<file path="src/rtl/mips_defs.sv">
// Shared MIPS encoding constants and the writeback source select.
// Also used by the D-stage controller and the forwarding unit.
package mips_defs;

    localparam logic [5:0] OP_SPECIAL = 6'b000000;
    localparam logic [5:0] OP_ORI     = 6'b001101;
    localparam logic [5:0] OP_LUI     = 6'b001111;
    localparam logic [5:0] OP_LW      = 6'b100011;
    localparam logic [5:0] OP_SW      = 6'b101011;
    localparam logic [5:0] OP_BEQ     = 6'b000100;
    localparam logic [5:0] OP_JAL     = 6'b000011;

    localparam logic [5:0] FUNCT_ADDU = 6'b100001;
    localparam logic [5:0] FUNCT_SUBU = 6'b100011;
    localparam logic [5:0] FUNCT_JR   = 6'b001000;

    localparam logic [4:0] REG_ZERO = 5'd0;
    localparam logic [4:0] REG_RA   = 5'd31;

    typedef enum logic [2:0] {
        WbNone,
        WbRdAlu,
        WbRtAlu,
        WbRtDm,
        WbLink
    } wb_sel_e;

endpackage

</file>
<file path="src/rtl/wb_decode.sv">
// Combinational W-stage decode: instruction -> register write address, data and enable.
// Non-writing or unrecognised encodings yield wa = 0, wd = 0, we = 0.
module wb_decode
    import mips_defs::*;
#(
    parameter int unsigned PC_LINK_OFS = 8
) (
    input  logic [31:0] instr_i,
    input  logic [31:0] pc_i,
    input  logic [31:0] dm_i,
    input  logic [31:0] alu_result_i,
    output logic [4:0]  wa_o,
    output logic [31:0] wd_o,
    output logic        we_o
);

    logic [5:0]  opcode;
    logic [5:0]  funct;
    wb_sel_e     sel;
    logic [4:0]  wa_raw;
    logic [31:0] wd_raw;

    assign opcode = instr_i[31:26];
    assign funct  = instr_i[5:0];

    // rs and shamt never select a writeback target
    logic unused_fields;
    assign unused_fields = ^{instr_i[25:21], instr_i[10:6]};

    always_comb begin
        sel = WbNone;
        case (opcode)
            OP_SPECIAL: begin
                if (funct == FUNCT_ADDU || funct == FUNCT_SUBU) begin
                    sel = WbRdAlu;
                end
            end
            OP_ORI, OP_LUI: sel = WbRtAlu;
            OP_LW:          sel = WbRtDm;
            OP_JAL:         sel = WbLink;
            default:        sel = WbNone;
        endcase
    end

    always_comb begin
        wa_raw = REG_ZERO;
        wd_raw = '0;
        case (sel)
            WbRdAlu: begin
                wa_raw = instr_i[15:11];
                wd_raw = alu_result_i;
            end
            WbRtAlu: begin
                wa_raw = instr_i[20:16];
                wd_raw = alu_result_i;
            end
            WbRtDm: begin
                wa_raw = instr_i[20:16];
                wd_raw = dm_i;
            end
            WbLink: begin
                wa_raw = REG_RA;
                wd_raw = pc_i + 32'(PC_LINK_OFS);
            end
            default: begin
                wa_raw = REG_ZERO;
                wd_raw = '0;
            end
        endcase
        we_o = (wa_raw != REG_ZERO);
        wa_o = we_o ? wa_raw : REG_ZERO;
        wd_o = we_o ? wd_raw : '0;
    end

endmodule

</file>
<file path="src/rtl/grf_wb.sv">
// Writeback stage: 32x32 register file with write-to-read bypass and retire counter.
// Optional macro GRF_DISPLAY_EN prints one trace line per committed register write.
module grf_wb
    import mips_defs::*;
#(
    parameter int unsigned NREG        = 32,
    parameter int unsigned PC_LINK_OFS = 8
) (
    input  logic        clk,
    input  logic        reset,
    input  logic [31:0] W_instr,
    input  logic [31:0] W_dm,
    input  logic [31:0] W_ALUresult,
    input  logic [31:0] W_pc,
    input  logic [4:0]  D_rs_addr,
    input  logic [4:0]  D_rt_addr,
    output logic [31:0] D_rs_data,
    output logic [31:0] D_rt_data,
    output logic [4:0]  W_wa,
    output logic [31:0] W_wd,
    output logic        W_we,
    output logic [31:0] retire_count
);

    logic [31:0] grf_q [NREG];
    logic [31:0] grf_d [NREG];
    logic [31:0] retire_count_q;
    logic [31:0] retire_count_d;
    logic        dec_we;

    wb_decode #(
        .PC_LINK_OFS (PC_LINK_OFS)
    ) u_wb_decode (
        .instr_i      (W_instr),
        .pc_i         (W_pc),
        .dm_i         (W_dm),
        .alu_result_i (W_ALUresult),
        .wa_o         (W_wa),
        .wd_o         (W_wd),
        .we_o         (dec_we)
    );

    // Gating with reset also disables the bypass while reset is held
    assign W_we = dec_we && !reset;

    always_comb begin
        for (int unsigned i = 0; i < NREG; i++) begin
            grf_d[i] = reset ? '0 : grf_q[i];
        end
        if (W_we) begin
            grf_d[W_wa] = W_wd;
        end
    end

    always_comb begin
        retire_count_d = retire_count_q;
        if (reset) begin
            retire_count_d = '0;
        end else if (W_instr != '0) begin
            retire_count_d = retire_count_q + 32'd1;
        end
    end

    always_ff @(posedge clk) begin
        grf_q          <= grf_d;
        retire_count_q <= retire_count_d;
    end

    always_comb begin
        D_rs_data = '0;
        if (D_rs_addr != REG_ZERO) begin
            D_rs_data = (W_we && D_rs_addr == W_wa) ? W_wd : grf_q[D_rs_addr];
        end
        D_rt_data = '0;
        if (D_rt_addr != REG_ZERO) begin
            D_rt_data = (W_we && D_rt_addr == W_wa) ? W_wd : grf_q[D_rt_addr];
        end
    end

    assign retire_count = retire_count_q;

`ifdef GRF_DISPLAY_EN
    always_ff @(posedge clk) begin
        if (W_we) begin
            $display("@%h: $%d <= %h", W_pc, W_wa, W_wd);
        end
    end
`endif

endmodule
</file>
<file path="config.mk">
export PLATFORM = sky130hd
export DESIGN_NAME = grf_wb
export DESIGN_NICKNAME = d
export VERILOG_FILES = /design/src/rtl/mips_defs.sv /design/src/rtl/wb_decode.sv /design/src/rtl/grf_wb.sv
export SDC_FILE = /design/constraint.sdc
export NUM_CORES = 2
export LEC_CHECK = 0
export CORE_UTILIZATION = 55
export DETAILED_ROUTE_END_ITERATION = 12
export MAX_ROUTING_LAYER = met4
export PLACE_DENSITY = 0.8
export SYNTH_ARGS = -nofsm -noshare
export SYNTH_HDL_FRONTEND = slang
export SYNTH_SLANG_ARGS = --single-unit
</file>
<file path="constraint.sdc">
create_clock -name clk -period 2.92 [get_ports clk]
set_input_delay 0.292 -clock clk [delete_from_list [all_inputs] [get_ports clk]]
set_output_delay 0.292 -clock clk [all_outputs]
set_load 0.005 [all_outputs]
</file>
==> metrics.md <==
| Metric | Value |
|---|---|
| Number of enable flip-flop cells after synthesis | `0` |
| Remaining DRCs | `0` |
| Number of buffers created by CTS | `108` |
| Antenna Violating Nets Remaining | `0` |
| Routability cong. | `0.966` |
| Critical Path Most Common Cell | `sky130_fd_sc_hd__buf_6` |
| Required time reported for the critical path endpoint | `2.63 ns` |
| Per-instance average area after synthesis | `10.4 um^2` |
| Bufs on Longest Clock Path | `3` |
| Cell variety after synth | `77` |
| TritonRoute pass-1 iters | `8` |
| GRT Residual Overflow | `0` |
| Topmost layer with routed signal wires | `met4` |
| Number of standard cells in the final layout excluding fillers | `7696` |
| Largest cells by area after synthesis | `sky130_fd_sc_hd__dfxtp_1 36%, sky130_fd_sc_hd__mux4_2 19%, sky130_fd_sc_hd__mux2i_1 13%` |
| Detailed-placement wirelength estimate | `143 mm` |
| Maximum fanout count along the critical path | `8` |
| Setup repair after global routing missed its margin | `true` |
| Area of the multi-input gates | `36100 um^2` |
| Path class of the lowest-slack min-delay path | `in -> reg` |
| Largest incremental delay on the critical path | `0.36 ns` |
| Final wirelength | `220 mm` |
| H-tree lvl count | `3` |
| Crit path setup slack, layout | `-0.196 ns` |
| Ports placed on the boundary | `274` |
| Routed wire per std cell | `28.6 um` |
| Type of origin of the critical path | `primary input` |
| Count of vias placed by the detailed router | `51900` |
| Leak pwr | `26.8 nW` |
| Number of nets produced by synthesis | `5823` |
| # placed instances | `7395` |
| Post-DR vias/cell | `6.74` |
| Net total in the final layout | `6335` |
| Final Cycle Share | `1.07` |
| Amount of wire on met3 after detailed routing | `29.8 mm` |
| Port-buffer cells | `273` |
| CP Cell Sequence | `buf_8, nor4_4, buf_4, and3_4, buf_6, a221oi_4, xnor2_2, nor4_4, buf_12, buf_16, buf_6, buf_6, mux2i_2, buf_2` |
| Share of layout cells above drive strength 1 | `0.282` |
| Via count of the first global-routing pass | `52800` |
| CTS clk-pin slew, worst paths | `0.06 ns` |
| Async set-reset flop share out of synthesis | `0` |
| Primary flip-flop cell chosen by synthesis mapping | `sky130_fd_sc_hd__dfxtp_1` |
| Slew headroom | `0.111` |
| Chip height | `330 um` |
| Failing checks | `setup timing` |
| Maximum clock skew at final layout | `0.00358 ns` |
| Highest achievable clock rate | `0.321 GHz` |
| Total die area | `109000 um^2` |
| Sinks on the clock net | `1056` |
| Finished layout cell area | `73800 um^2` |
| Proportion of synthesized chip area in sequential cells | `0.357` |
| Global-route total usage across every layer | `0.411` |
| Maximum number of pins on one net before global-route repair | `282` |
| Period minus WS final | `3.12 ns` |
| Initial cell density of the core | `0.554` |
| Floorplan die width | `330 um` |
| Data arrival, critical path | `2.82 ns` |
| Wire length on met2 | `95.2 mm` |
| Number of antenna violations at the first check in global routing | `10` |
| Number of pins exceeding their max-slew limit in the final report | `0` |
| Outcome | `complete, but fails checks` |
| Register bit count reported by yosys | `1056` |
| Cell at the root of the clock tree | `sky130_fd_sc_hd__clkbuf_16` |
| Total power density per cell area | `441 nW/um^2` |
| Row count | `120` |
| Area of the mapped netlist | `59200 um^2` |
| Number of endpoints with negative hold slack in the final report | `0` |
| Slowest stage cell on the critical path | `sky130_fd_sc_hd__nor4_4` |
| Clk_lat worst skew | `0.70 ns` |
| Fraction of post-synthesis cell area in the top cell type by area | `0.357` |
| Place WS | `-0.957 ns` |
| IR drop worst, VDD | `0.514 mV` |
| Kind of end point of the critical path | `output port` |
| Post-Place Cell Area | `68500 um^2` |
| Warnings from Yosys | `0` |
| Finish-stage setup viols | `57` |
| First-pass GRT wire length | `328 mm` |
| Gate Count Post-Synth | `5681` |
| Floorplan core area | `107000 um^2` |
| Area Growth Syn to Fin | `24.7%` |
| Cell type with the largest total area after synthesis | `sky130_fd_sc_hd__dfxtp_1` |
| Actual transition at the worst max-transition pin | `1.33 ns` |
| Fillers | `7295` |
| TritonCTS clock tree | `yes` |
| Area occupied by registers | `21100 um^2` |
| Max-capacitance violation count | `0` |
| Initial detailed-routing violation count | `6602` |
| Type of the setup path with the least slack | `in -> out` |
| M1 WL | `76.8 mm` |
## report_power, final
| group | switching, mW | internal (mW) |
|---|---|---|
| Clock | 6.20 | 8.47 |
| Combinational | 1.92 | 1.54 |
| Sequential | 0.00442 | 14.4 |
| Total | 8.13 | 24.4 |
## area by class of cell
class | count | share of cell area
multi-input combinational | 3968 | 0.488
antenna | 9 | 0.000305
sequential | 1056 | 0.286
tap | 1403 | 0.0238
inverter | 49 | 0.00269
clock buffer | 152 | 0.0426
timing repair buffer | 1010 | 0.148
clock inverter | 49 | 0.00778
## flip-flops by register name, indices dropped and copies added, names as in the netlist
| register | count |
|---|---|
| retire_count | 32 |
| grf_q | 1024 |
## path summary, 6_finish.rpt
kind,slack [ns],cells past startpoint,from,to
hold / removal,0.20,3,reset,retire_count[7]
setup reg to reg,0.73,7,retire_count[4],retire_count[21]
hold reg to reg,0.48,1,grf_q[1006],grf_q[1006]
setup / recovery,-0.20,14,W_instr[30],D_rs_data[9]
## per-layer routing
layer  vias to the layer above  global-route usage
met5                         -                   -
met2                      3632               0.597
li1                      21700                   -
met1                     25300               0.485
met4                         0               0.281
met3                      1203               0.131
## cell usage after synthesis, types with 8 or more instances
cell type,n
sky130_fd_sc_hd__a211oi_1,10
sky130_fd_sc_hd__a21oi_1,17
sky130_fd_sc_hd__a22o_1,25
sky130_fd_sc_hd__a22oi_1,17
sky130_fd_sc_hd__and4_1,12
sky130_fd_sc_hd__buf_1,23
sky130_fd_sc_hd__buf_2,126
sky130_fd_sc_hd__buf_4,53
sky130_fd_sc_hd__buf_6,25
sky130_fd_sc_hd__clkbuf_1,375
sky130_fd_sc_hd__dfxtp_1,1056
sky130_fd_sc_hd__inv_1,46
sky130_fd_sc_hd__mux2_2,26
sky130_fd_sc_hd__mux2i_1,785
sky130_fd_sc_hd__mux4_2,498
sky130_fd_sc_hd__nand2_1,137
sky130_fd_sc_hd__nand2b_1,720
sky130_fd_sc_hd__nand3_1,26
sky130_fd_sc_hd__nand4_1,13
sky130_fd_sc_hd__nor2_1,198
sky130_fd_sc_hd__nor2_4,8
sky130_fd_sc_hd__nor2b_1,335
sky130_fd_sc_hd__nor3_1,25
sky130_fd_sc_hd__nor4_1,16
sky130_fd_sc_hd__o211ai_1,25
sky130_fd_sc_hd__o21ai_0,451
sky130_fd_sc_hd__o21ai_1,272
sky130_fd_sc_hd__o22ai_1,117
sky130_fd_sc_hd__o31ai_1,8
sky130_fd_sc_hd__o32a_1,8
sky130_fd_sc_hd__o41ai_1,48
sky130_fd_sc_hd__or3_1,20
sky130_fd_sc_hd__or4_1,13
sky130_fd_sc_hd__xnor2_1,31
## stage by stage
stage	util	hold slack (ns)	power, mW	setup TNS [ns]
after global routing	0.691	0.201	33.2	-9.00
final	0.691	0.203	32.5	-4.69
after detailed placement	0.640	0.468	18.0	-463.42
after floorplan	-	0.451	16.2	0
after CTS	0.686	0.161	32.3	-1.03
after global placement	0.640	0.464	18.0	-412.87
## repair_timing
action,4_1_cts,5_1_grt
gates resized for setup,574,110
setup endpoints to repair,101,81
pin swaps,67,39
hold buffers,0,0
setup buffers,73,21
cloned,6,0
## cells in the final DEF, fill, tap and decap left out, types with 111 or more instances in the layout
cell type	n
sky130_fd_sc_hd__dfxtp_1	1053
sky130_fd_sc_hd__mux2i_1	773
sky130_fd_sc_hd__nand2b_1	713
sky130_fd_sc_hd__mux4_2	498
sky130_fd_sc_hd__buf_4	469
sky130_fd_sc_hd__o21ai_0	442
sky130_fd_sc_hd__nor2b_1	335
sky130_fd_sc_hd__o21ai_1	265
sky130_fd_sc_hd__buf_12	213
sky130_fd_sc_hd__nor2_1	193
sky130_fd_sc_hd__clkdlybuf4s50_1	132
sky130_fd_sc_hd__clkbuf_16	111
## cell families after synthesis
family	Yosys count	synth area share
compound gates	1038	0.102
xor+xnor	36	0.00532
fa+ha+maj	2	0.000422
buf+inv	657	0.0525
flops	1056	0.357
mux	1310	0.327
simple gates	1582	0.156
## worst max-delay path, delay by kind of cell
family / cells / cell delay [ns]
AO/OA/AOI/OAI: 1 / 0.09
AND/OR/NAND/NOR: 3 / 0.94
buffers and inverters: 8 / 1.11
XOR/XNOR: 1 / 0.17
multiplexers: 1 / 0.22
Power figures use the tool's default switching activity.
